<file path="src/rtl/stopwatch_overlay_pkg.sv">
// Shared definitions for the stopwatch overlay: VGA bus layout, glyph codes,
// BCD FSM states and the built-in digit font.
package stopwatch_overlay_pkg;

    // Default text box placement
    localparam int unsigned STOPWATCH_OVERLAY_X_POS = 16;
    localparam int unsigned STOPWATCH_OVERLAY_Y_POS = 8;

    // Glyph geometry and special codes (0-9 are the digits themselves)
    localparam int unsigned GLYPH_W     = 8;
    localparam int unsigned GLYPH_H     = 16;
    localparam logic [3:0]  GLYPH_COLON = 4'd10;
    localparam logic [3:0]  GLYPH_BLANK = 4'd11;

    // VGA bus field widths
    localparam int unsigned VGA_HCOUNT_BITS = 11;
    localparam int unsigned VGA_VCOUNT_BITS = 11;
    localparam int unsigned VGA_RGB_BITS    = 12;
    localparam int unsigned VGA_BUS_SIZE    = VGA_VCOUNT_BITS + VGA_HCOUNT_BITS + 4 + VGA_RGB_BITS;

    typedef struct packed {
        logic [VGA_VCOUNT_BITS-1:0] vcount;
        logic                       vsync;
        logic                       vblnk;
        logic [VGA_HCOUNT_BITS-1:0] hcount;
        logic                       hsync;
        logic                       hblnk;
        logic [VGA_RGB_BITS-1:0]    rgb;
    } vga_bus_t;

    typedef enum logic [1:0] {
        IDLE,
        CONV_MIN,
        CONV_SEC,
        COMMIT
    } bcd_state_t;

    // Saturate a stopwatch field to the displayable range 0..59
    function automatic logic [5:0] clamp59(input logic [5:0] v);
        return (v > 6'd59) ? 6'd59 : v;
    endfunction

    // Seven-segment map {a,b,c,d,e,f,g} for digits 0-9
    function automatic logic [6:0] digit_segments(input logic [3:0] code);
        logic [6:0] s;
        case (code)
            4'd0:    s = 7'b1111110;
            4'd1:    s = 7'b0110000;
            4'd2:    s = 7'b1101101;
            4'd3:    s = 7'b1111001;
            4'd4:    s = 7'b0110011;
            4'd5:    s = 7'b1011011;
            4'd6:    s = 7'b1011111;
            4'd7:    s = 7'b1110000;
            4'd8:    s = 7'b1111111;
            4'd9:    s = 7'b1111011;
            default: s = 7'b0000000;
        endcase
        return s;
    endfunction

    // One 8-pixel font row; bit 7 is the leftmost column. Digits are drawn as
    // seven-segment shapes: a=row 1, f/b=rows 2-6, g=row 7, e/c=rows 8-13, d=row 14.
    function automatic logic [7:0] font_row(input logic [3:0] code, input logic [3:0] row);
        logic [6:0] s;
        logic [7:0] r;
        r = '0;
        s = digit_segments(code);
        if (code == GLYPH_COLON) begin
            if (row == 4'd4 || row == 4'd5 || row == 4'd10 || row == 4'd11)
                r = 8'b0001_1000;
        end else if (code <= 4'd9) begin
            if (row == 4'd1)
                r = s[6] ? 8'b0111_1110 : 8'b0;
            else if (row >= 4'd2 && row <= 4'd6)
                r = (s[1] ? 8'b0100_0000 : 8'b0) | (s[5] ? 8'b0000_0010 : 8'b0);
            else if (row == 4'd7)
                r = s[0] ? 8'b0111_1110 : 8'b0;
            else if (row >= 4'd8 && row <= 4'd13)
                r = (s[2] ? 8'b0100_0000 : 8'b0) | (s[4] ? 8'b0000_0010 : 8'b0);
            else if (row == 4'd14)
                r = s[3] ? 8'b0111_1110 : 8'b0;
        end
        return r;
    endfunction

endpackage

</file>
<file path="src/rtl/stopwatch_overlay_font_rom.sv">
// 256x8 glyph ROM, address = {code, row}, registered read (1-cycle latency).
module digit_font_rom
    import stopwatch_overlay_pkg::*;
(
    input  logic       clk,
    input  logic [7:0] addr,
    output logic [7:0] data
);

    // Synchronous ROM read
    always_ff @(posedge clk)
        data <= font_row(addr[7:4], addr[3:0]);

endmodule

</file>
<file path="src/rtl/stopwatch_overlay.sv">
// Draws "MM:SS" onto the VGA bus. Time is converted to BCD once per frame
// during vertical blanking; glyph lookup uses a fixed 3-stage pipeline.
module stopwatch_overlay
    import stopwatch_overlay_pkg::*;
#(
    parameter int unsigned X_POS        = STOPWATCH_OVERLAY_X_POS,
    parameter int unsigned Y_POS        = STOPWATCH_OVERLAY_Y_POS,
    parameter int unsigned SCALE_LOG2   = 1,
    parameter logic [11:0] FG_COLOR     = 12'hFFF,
    parameter logic [11:0] BG_COLOR     = 12'h000,
    parameter int unsigned BLINK_FRAMES = 30
) (
    input  logic                    clk,
    input  logic                    rst,
    input  logic                    enable,
    input  logic [5:0]              minutes,
    input  logic [5:0]              seconds,
    input  logic [VGA_BUS_SIZE-1:0] vga_in,
    output logic [VGA_BUS_SIZE-1:0] vga_out,
    output logic                    busy
);

    localparam logic [11:0] BOX_X0     = 12'(X_POS);
    localparam logic [11:0] BOX_X1     = 12'(X_POS + (40 << SCALE_LOG2));
    localparam logic [11:0] BOX_Y0     = 12'(Y_POS);
    localparam logic [11:0] BOX_Y1     = 12'(Y_POS + (16 << SCALE_LOG2));
    localparam logic [7:0]  BLINK_LAST = 8'(BLINK_FRAMES - 1);

    vga_bus_t   bus0, bus1, bus2, bus3, bus3_next;
    logic [11:0] hx, vy, hrel, vrel;
    logic        in_box0, in_box1, in_box2;
    logic [2:0]  slot1, col1, col2;
    logic [3:0]  row1;
    logic [3:0]  char_code;
    logic [7:0]  rom_data;
    logic        pix_on;

    logic        vblnk_q, frame_evt, start;
    bcd_state_t  state, state_next;
    logic [5:0]  work, sec_hold;
    logic [3:0]  min_tens, min_ones, sec_tens, sec_ones;
    logic [3:0]  disp_min_tens, disp_min_ones, disp_sec_tens, disp_sec_ones;
    logic [7:0]  blink_cnt;
    logic        colon_on;

    assign bus0    = vga_bus_t'(vga_in);
    assign vga_out = bus3;

    // Box hit test and glyph coordinates for the incoming pixel
    always_comb begin
        hx      = {1'b0, bus0.hcount};
        vy      = {1'b0, bus0.vcount};
        hrel    = hx - BOX_X0;
        vrel    = vy - BOX_Y0;
        in_box0 = (hx >= BOX_X0) && (hx < BOX_X1) && (vy >= BOX_Y0) && (vy < BOX_Y1)
                  && !bus0.hblnk && !bus0.vblnk;
    end

    // Character code for the slot currently in stage 1
    always_comb begin
        char_code = GLYPH_BLANK;
        case (slot1)
            3'd0: char_code = disp_min_tens;
            3'd1: char_code = disp_min_ones;
            3'd2: char_code = colon_on ? GLYPH_COLON : GLYPH_BLANK;
            3'd3: char_code = disp_sec_tens;
            3'd4: char_code = disp_sec_ones;
            default: char_code = GLYPH_BLANK;
        endcase
    end

    digit_font_rom u_font (
        .clk  (clk),
        .addr ({char_code, row1}),
        .data (rom_data)
    );

    // Final colour selection, aligned with the ROM output
    always_comb begin
        bus3_next = bus2;
        pix_on    = rom_data[3'd7 - col2];
        if (in_box2 && enable)
            bus3_next.rgb = pix_on ? FG_COLOR : BG_COLOR;
    end

    // Three-stage pixel pipeline; every bus field is delayed together
    always_ff @(posedge clk or posedge rst) begin
        if (rst) begin
            bus1    <= '0;
            in_box1 <= 1'b0;
            slot1   <= '0;
            col1    <= '0;
            row1    <= '0;
            bus2    <= '0;
            in_box2 <= 1'b0;
            col2    <= '0;
            bus3    <= '0;
        end else begin
            bus1    <= bus0;
            in_box1 <= in_box0;
            slot1   <= 3'(hrel >> (3 + SCALE_LOG2));
            col1    <= 3'(hrel >> SCALE_LOG2);
            row1    <= 4'(vrel >> SCALE_LOG2);
            bus2    <= bus1;
            in_box2 <= in_box1;
            col2    <= col1;
            bus3    <= bus3_next;
        end
    end

    assign frame_evt = bus0.vblnk && !vblnk_q;

    // Previous vblnk for frame-start edge detection
    always_ff @(posedge clk or posedge rst) begin
        if (rst)
            vblnk_q <= 1'b0;
        else
            vblnk_q <= bus0.vblnk;
    end

    // BCD FSM state register
    always_ff @(posedge clk or posedge rst) begin
        if (rst)
            state <= IDLE;
        else
            state <= state_next;
    end

    // BCD FSM next state and busy flag; frame events while converting are dropped
    always_comb begin
        state_next = state;
        busy       = 1'b0;
        start      = 1'b0;
        case (state)
            IDLE: begin
                if (frame_evt && enable) begin
                    start      = 1'b1;
                    state_next = CONV_MIN;
                end
            end
            CONV_MIN: begin
                busy = 1'b1;
                if (work < 6'd10)
                    state_next = CONV_SEC;
            end
            CONV_SEC: begin
                busy = 1'b1;
                if (work < 6'd10)
                    state_next = COMMIT;
            end
            COMMIT:  state_next = IDLE;
            default: state_next = IDLE;
        endcase
    end

    // Repeated-subtraction BCD datapath and displayed digit registers
    always_ff @(posedge clk or posedge rst) begin
        if (rst) begin
            work          <= '0;
            sec_hold      <= '0;
            min_tens      <= '0;
            min_ones      <= '0;
            sec_tens      <= '0;
            sec_ones      <= '0;
            disp_min_tens <= '0;
            disp_min_ones <= '0;
            disp_sec_tens <= '0;
            disp_sec_ones <= '0;
        end else begin
            case (state)
                IDLE: begin
                    if (start) begin
                        work     <= clamp59(minutes);
                        sec_hold <= clamp59(seconds);
                        min_tens <= '0;
                        sec_tens <= '0;
                    end
                end
                CONV_MIN: begin
                    if (work >= 6'd10) begin
                        work     <= work - 6'd10;
                        min_tens <= min_tens + 4'd1;
                    end else begin
                        min_ones <= work[3:0];
                        work     <= sec_hold;
                    end
                end
                CONV_SEC: begin
                    if (work >= 6'd10) begin
                        work     <= work - 6'd10;
                        sec_tens <= sec_tens + 4'd1;
                    end else begin
                        sec_ones <= work[3:0];
                    end
                end
                COMMIT: begin
                    disp_min_tens <= min_tens;
                    disp_min_ones <= min_ones;
                    disp_sec_tens <= sec_tens;
                    disp_sec_ones <= sec_ones;
                end
                default: ;
            endcase
        end
    end

    // Colon blink: toggles every BLINK_FRAMES enabled frame events
    always_ff @(posedge clk or posedge rst) begin
        if (rst) begin
            blink_cnt <= '0;
            colon_on  <= 1'b1;
        end else if (frame_evt && enable) begin
            if (blink_cnt == BLINK_LAST) begin
                blink_cnt <= '0;
                colon_on  <= !colon_on;
            end else begin
                blink_cnt <= blink_cnt + 8'd1;
            end
        end
    end

endmodule

</file>
<file path="config.mk">
export PLATFORM = sky130hd
export DESIGN_NAME = stopwatch_overlay
export DESIGN_NICKNAME = d
export VERILOG_FILES = /design/src/rtl/stopwatch_overlay_pkg.sv /design/src/rtl/stopwatch_overlay_font_rom.sv /design/src/rtl/stopwatch_overlay.sv
export SDC_FILE = /design/constraint.sdc
export NUM_CORES = 1
export LEC_CHECK = 0
export BUFFER_PORTS_ARGS = -buffer_cell sky130_fd_sc_hd__buf_4
export CAP_MARGIN = 10
export CELL_PAD_IN_SITES_DETAIL_PLACEMENT = 0
export CELL_PAD_IN_SITES_GLOBAL_PLACEMENT = 2
export CORE_MARGIN = 4
export CORE_UTILIZATION = 42
export DETAILED_ROUTE_END_ITERATION = 10
export GPL_TIMING_DRIVEN = 1
export PLACE_DENSITY = 0.81
export SYNTH_ARGS = -nofsm -noshare
export SYNTH_HDL_FRONTEND = slang
export SYNTH_SLANG_ARGS = --single-unit
</file>
<file path="constraint.sdc">
create_clock -name clk -period 9.1 [get_ports clk]
set_input_delay 1.82 -clock clk [delete_from_list [all_inputs] [get_ports clk]]
set_output_delay 1.82 -clock clk [all_outputs]
set_load 0.03 [all_outputs]
</file>
==> flow_metrics.py <==
metrics = {
    "logic_synthesis": {
        "synth_nets": 589,
        "synth_edf_count": 0,
        "async_reset_ff_share_pct": 97.24,
        "seq_area_frac_synth_pct": 66.76,
        "syn-instance-count": 515,
        "synthFlopType": "dfrtp_1",
        "syn_area_um2": 6749,
        "ys_ff_latch": 181,
        "synth_area_per_cell_um2": 13.10,
        "yosys.area.top_type_share_pct": 64.89,
        "yosys-top-cells-area": "dfrtp_1, mux2_2, ha_1, o21ai_0, nand2_1",
        "synth_cell_types": 61,
        "yosysTopAreaCell": "dfrtp_1",
        "yosys_warnings": 0,
    },
    "clock_network": {
        "root_buffer": "clkbuf_16",
        "cts_max_path_buffers": 2,
        "cts_setup_buffers": 0,
        "clk_pin_slew_ps": 70,
        "post_cts_resized": 0,
        "cts_tree": "done",
        "cts-buffers-inserted": 17,
        "cts_hold_buf": 0,
        "htreeDepth": 4,
        "clk_latency_ps": 420,
        "numClockSinks": 181,
    },
    "sta": {
        "maxSlewViolCount": 0,
        "finalHoldViolCount": 0,
        "worst_pin_slew_ps": 875.6,
        "period_share_pct": 38.78,
        "slew_headroom_pct": 41.63,
        "timing.final.crit_period_ps": 3529,
        "setup-tns-final_ps": 0,
        "fmax_mhz": 283.4,
        "skew_ps": 11.96,
        "setup_viol": 0,
        "rsz0062_at_grt": "no",
    },
    "worst_setup_path": {
        "worst_path_max_delay_cell": "ha_1",
        "slowest_delay_ps": 530,
        "path_class": "register to output port",
        "worstPathRequired_ps": 7280,
        "critPathCaptureType": "output port",
        "timing.rr.end": "u_font.data[6]",
        "ff2ff_path_depth": 10,
        "critPathBufInv": 2,
        "r2r-start": "slot1[2]",
        "path_max_fanout": 11,
        "worstPathArrival_ps": 1710,
        "critPathTopFamily": "adder cells",
        "path_cells": "inv_1 > ha_1 > buf_4",
        "critPathLaunchType": "register",
        "ff2ff_setup_slack_ps": 6160,
    },
    "global_routing": {
        "met1_usage_pct": 20.10,
        "overflow": 0,
        "met2_usage_pct": 25.46,
        "grt_pass1_vias": 4231,
        "met3_usage_pct": 3.539,
        "top_usage_layer": "met2",
        "grt_max_degree": 107,
        "grt_pass1_wl_mm": 21.89,
        "grt_use_total_pct": 15.39,
        "antenna_found_initial": 0,
    },
    "pwr": {
        "p_sw_share_pct": 32.33,
        "vdd_drop_max_v": 0.0002183,
        "pwr-share-seq_pct": 43.5,
        "switchingPower_uw": 754.4,
        "powerDensity_nw_per_um2": 282.5,
        "clockPowerShare_pct": 31.6,
        "p_comb_share_pct": 24.9,
        "p_int_uw": 1579,
        "power_leakage_uw": 0.003915,
    },
    "layout": {
        "fin_util_pct": 52.19,
        "fin_nets": 685,
        "n_antenna_cell": 0,
        "layout-area-overhead-vs-synth_pct": 22.40,
        "drive_above_1_share_pct": 26.12,
    },
    "worst_hold_path": {
        "hold_start": "bus1[36]",
        "min_to": "bus2[36]",
        "hold_path_class": "register to register",
        "hold_depth": 0,
    },
    "floorplan": {
        "initial_utilization_pct": 42.64,
        "die_h_um": 134.8,
        "fp.dieW_um": 134.8,
        "die_area_um2": 18160,
        "rows": 46,
        "ios": 92,
        "coreArea_um2": 15830,
    },
    "placement": {
        "place_congestion": 0.7724,
        "post-dp-hpwl_mm": 9.363,
        "io_buffers": 91,
    },
    "route": {
        "dr.pass1.iters": 5,
        "drcViolationCount": 0,
        "ant_nets": 0,
        "drt-initial-drc-count": 205,
        "num_vias": 4123,
        "post_drt_wl_per_cell_um": 15.52,
        "wirelength_mm": 13.04,
        "vias_per_cell": 4.908,
    },
    "status": {
        "status": "completed",
    },
    "flow_run": {
        "max_cap_violations": 0,
    },
}
[kinds of logic after synthesis]
| logic type | after synthesis | share of synthesized area [%] |
|---|---|---|
| xor+xnor | 6 | 0.7786 |
| simple gates | 117 | 8.473 |
| mux | 36 | 5.914 |
| flops | 181 | 66.76 |
| buf+inv | 40 | 2.484 |
| compound gates | 114 | 11.70 |
| fa+ha+maj | 21 | 3.893 |
[layer usage]
metal	routed length, um	vias up
met4	204	0
met3	482	16
met1	5774	2027
met2	6572	82
met5	0	-
li1	-	1998
[power groups by stage]
stage	clock (uW)	sequential [uW]	combinational [uW]
floorplan	0	1020	435
global placement	0	1030	575
detailed placement	0	1030	585
CTS	759	1020	586
global route	794	1030	656
finish	738	1010	581
[state kept, by name (all words and copies together), names as in the netlist, 5 cells and up]
signal,cells
work,6
sec_hold,6
blink_cnt,8
bus1,33
bus2,36
u_font.data,5
vga_out,38
[stage by stage]
| step | hold slack (ps) | total power, uW | cells | worst slack [ps] | cell area [um2] |
|---|---|---|---|---|---|
| 6_report | 343.2 | 2334 | 840 | 5571 | 8260 |
| 5_1_grt | 347.5 | 2484 | 840 | 5481 | 8260 |
| 4_1_cts | 346.9 | 2363 | 840 | 5564 | 8260 |
| 3_5_place_dp | 334.7 | 1618 | 808 | 5444 | 7641 |
| 3_3_place_gp | 331.1 | 1603 | 808 | 5488 | 7641 |
| 2_1_floorplan | 331.2 | 1454 | 515 | 2508 | 6749 |
[area by class of cell]
type	instances	area [um2]
Sequential cell	181	4506
Tap cell	216	270.3
Fill cell	1347	7567
Timing Repair Buffer	92	690.7
Clock buffer	18	439.2
Inverter	25	98.84
Clock inverter	14	180.2
Multi-Input combinational cell	294	2076
[cells in the mapped netlist (all sizes together), types with 3 or more instances]
master / n
inv: 25
a211oi: 3
o21ai: 40
mux2i: 8
dfrtp: 175
ha: 21
buf: 5
nand3: 6
nand4: 7
nand3b: 5
a31oi: 6
o31ai: 4
a22oi: 4
nor3b: 3
nand2: 40
or3: 3
a22o: 7
nor4: 5
mux2: 28
clkbuf: 10
nor3: 7
a21o: 15
a21oi: 13
nor2b: 6
a2111oi: 3
o22ai: 3
a221oi: 3
xor2: 6
nor2: 27
dfxtp: 5
[cells in the final DEF (no fill, tap or decap), types with 2 or more instances in the layout]
cell       synthesis  layout
a2111oi_0          2       2
a211oi_1           3       3
a21o_1            13      13
a21oi_1           13      13
a221oi_1           3       3
a22o_1             7       7
a22oi_1            3       3
a311oi_1           2       2
a31oi_1            5       5
and2_1             2       2
and4_1             2       2
buf_4              0      92
clkbuf_16          0      17
clkinv_8           0       3
dfrtp_1          175     175
dfxtp_1            5       5
ha_1              21      21
inv_1             24      23
inv_6              0       5
inv_8              0       3
mux2_2            27      27
mux2i_1            8       8
nand2_1           40      40
nand3_1            6       6
nand3b_1           5       5
nand4_1            7       7
nor2_1            26      26
nor2b_1            6       6
nor3_1             6       6
nor3b_1            3       3
nor4_1             5       5
o21a_1             2       2
o21ai_0           38      38
o22ai_1            3       3
o31ai_1            4       4
or3_1              3       3
xor2_1             6       6
[worst max-delay path by stage]
stage	from	end	slack (ps)	cells after the start
6_report	state[0]	busy	5570	3
5_1_grt	state[0]	busy	5480	3
4_1_cts	state[0]	busy	5560	3
3_5_place_dp	vga_in[25]	work[0]	5440	7
3_3_place_gp	vga_in[25]	work[0]	5490	7
2_1_floorplan	rst	blink_cnt[0]	2510	1
Note: power is estimated with default switching activity, not from simulation.
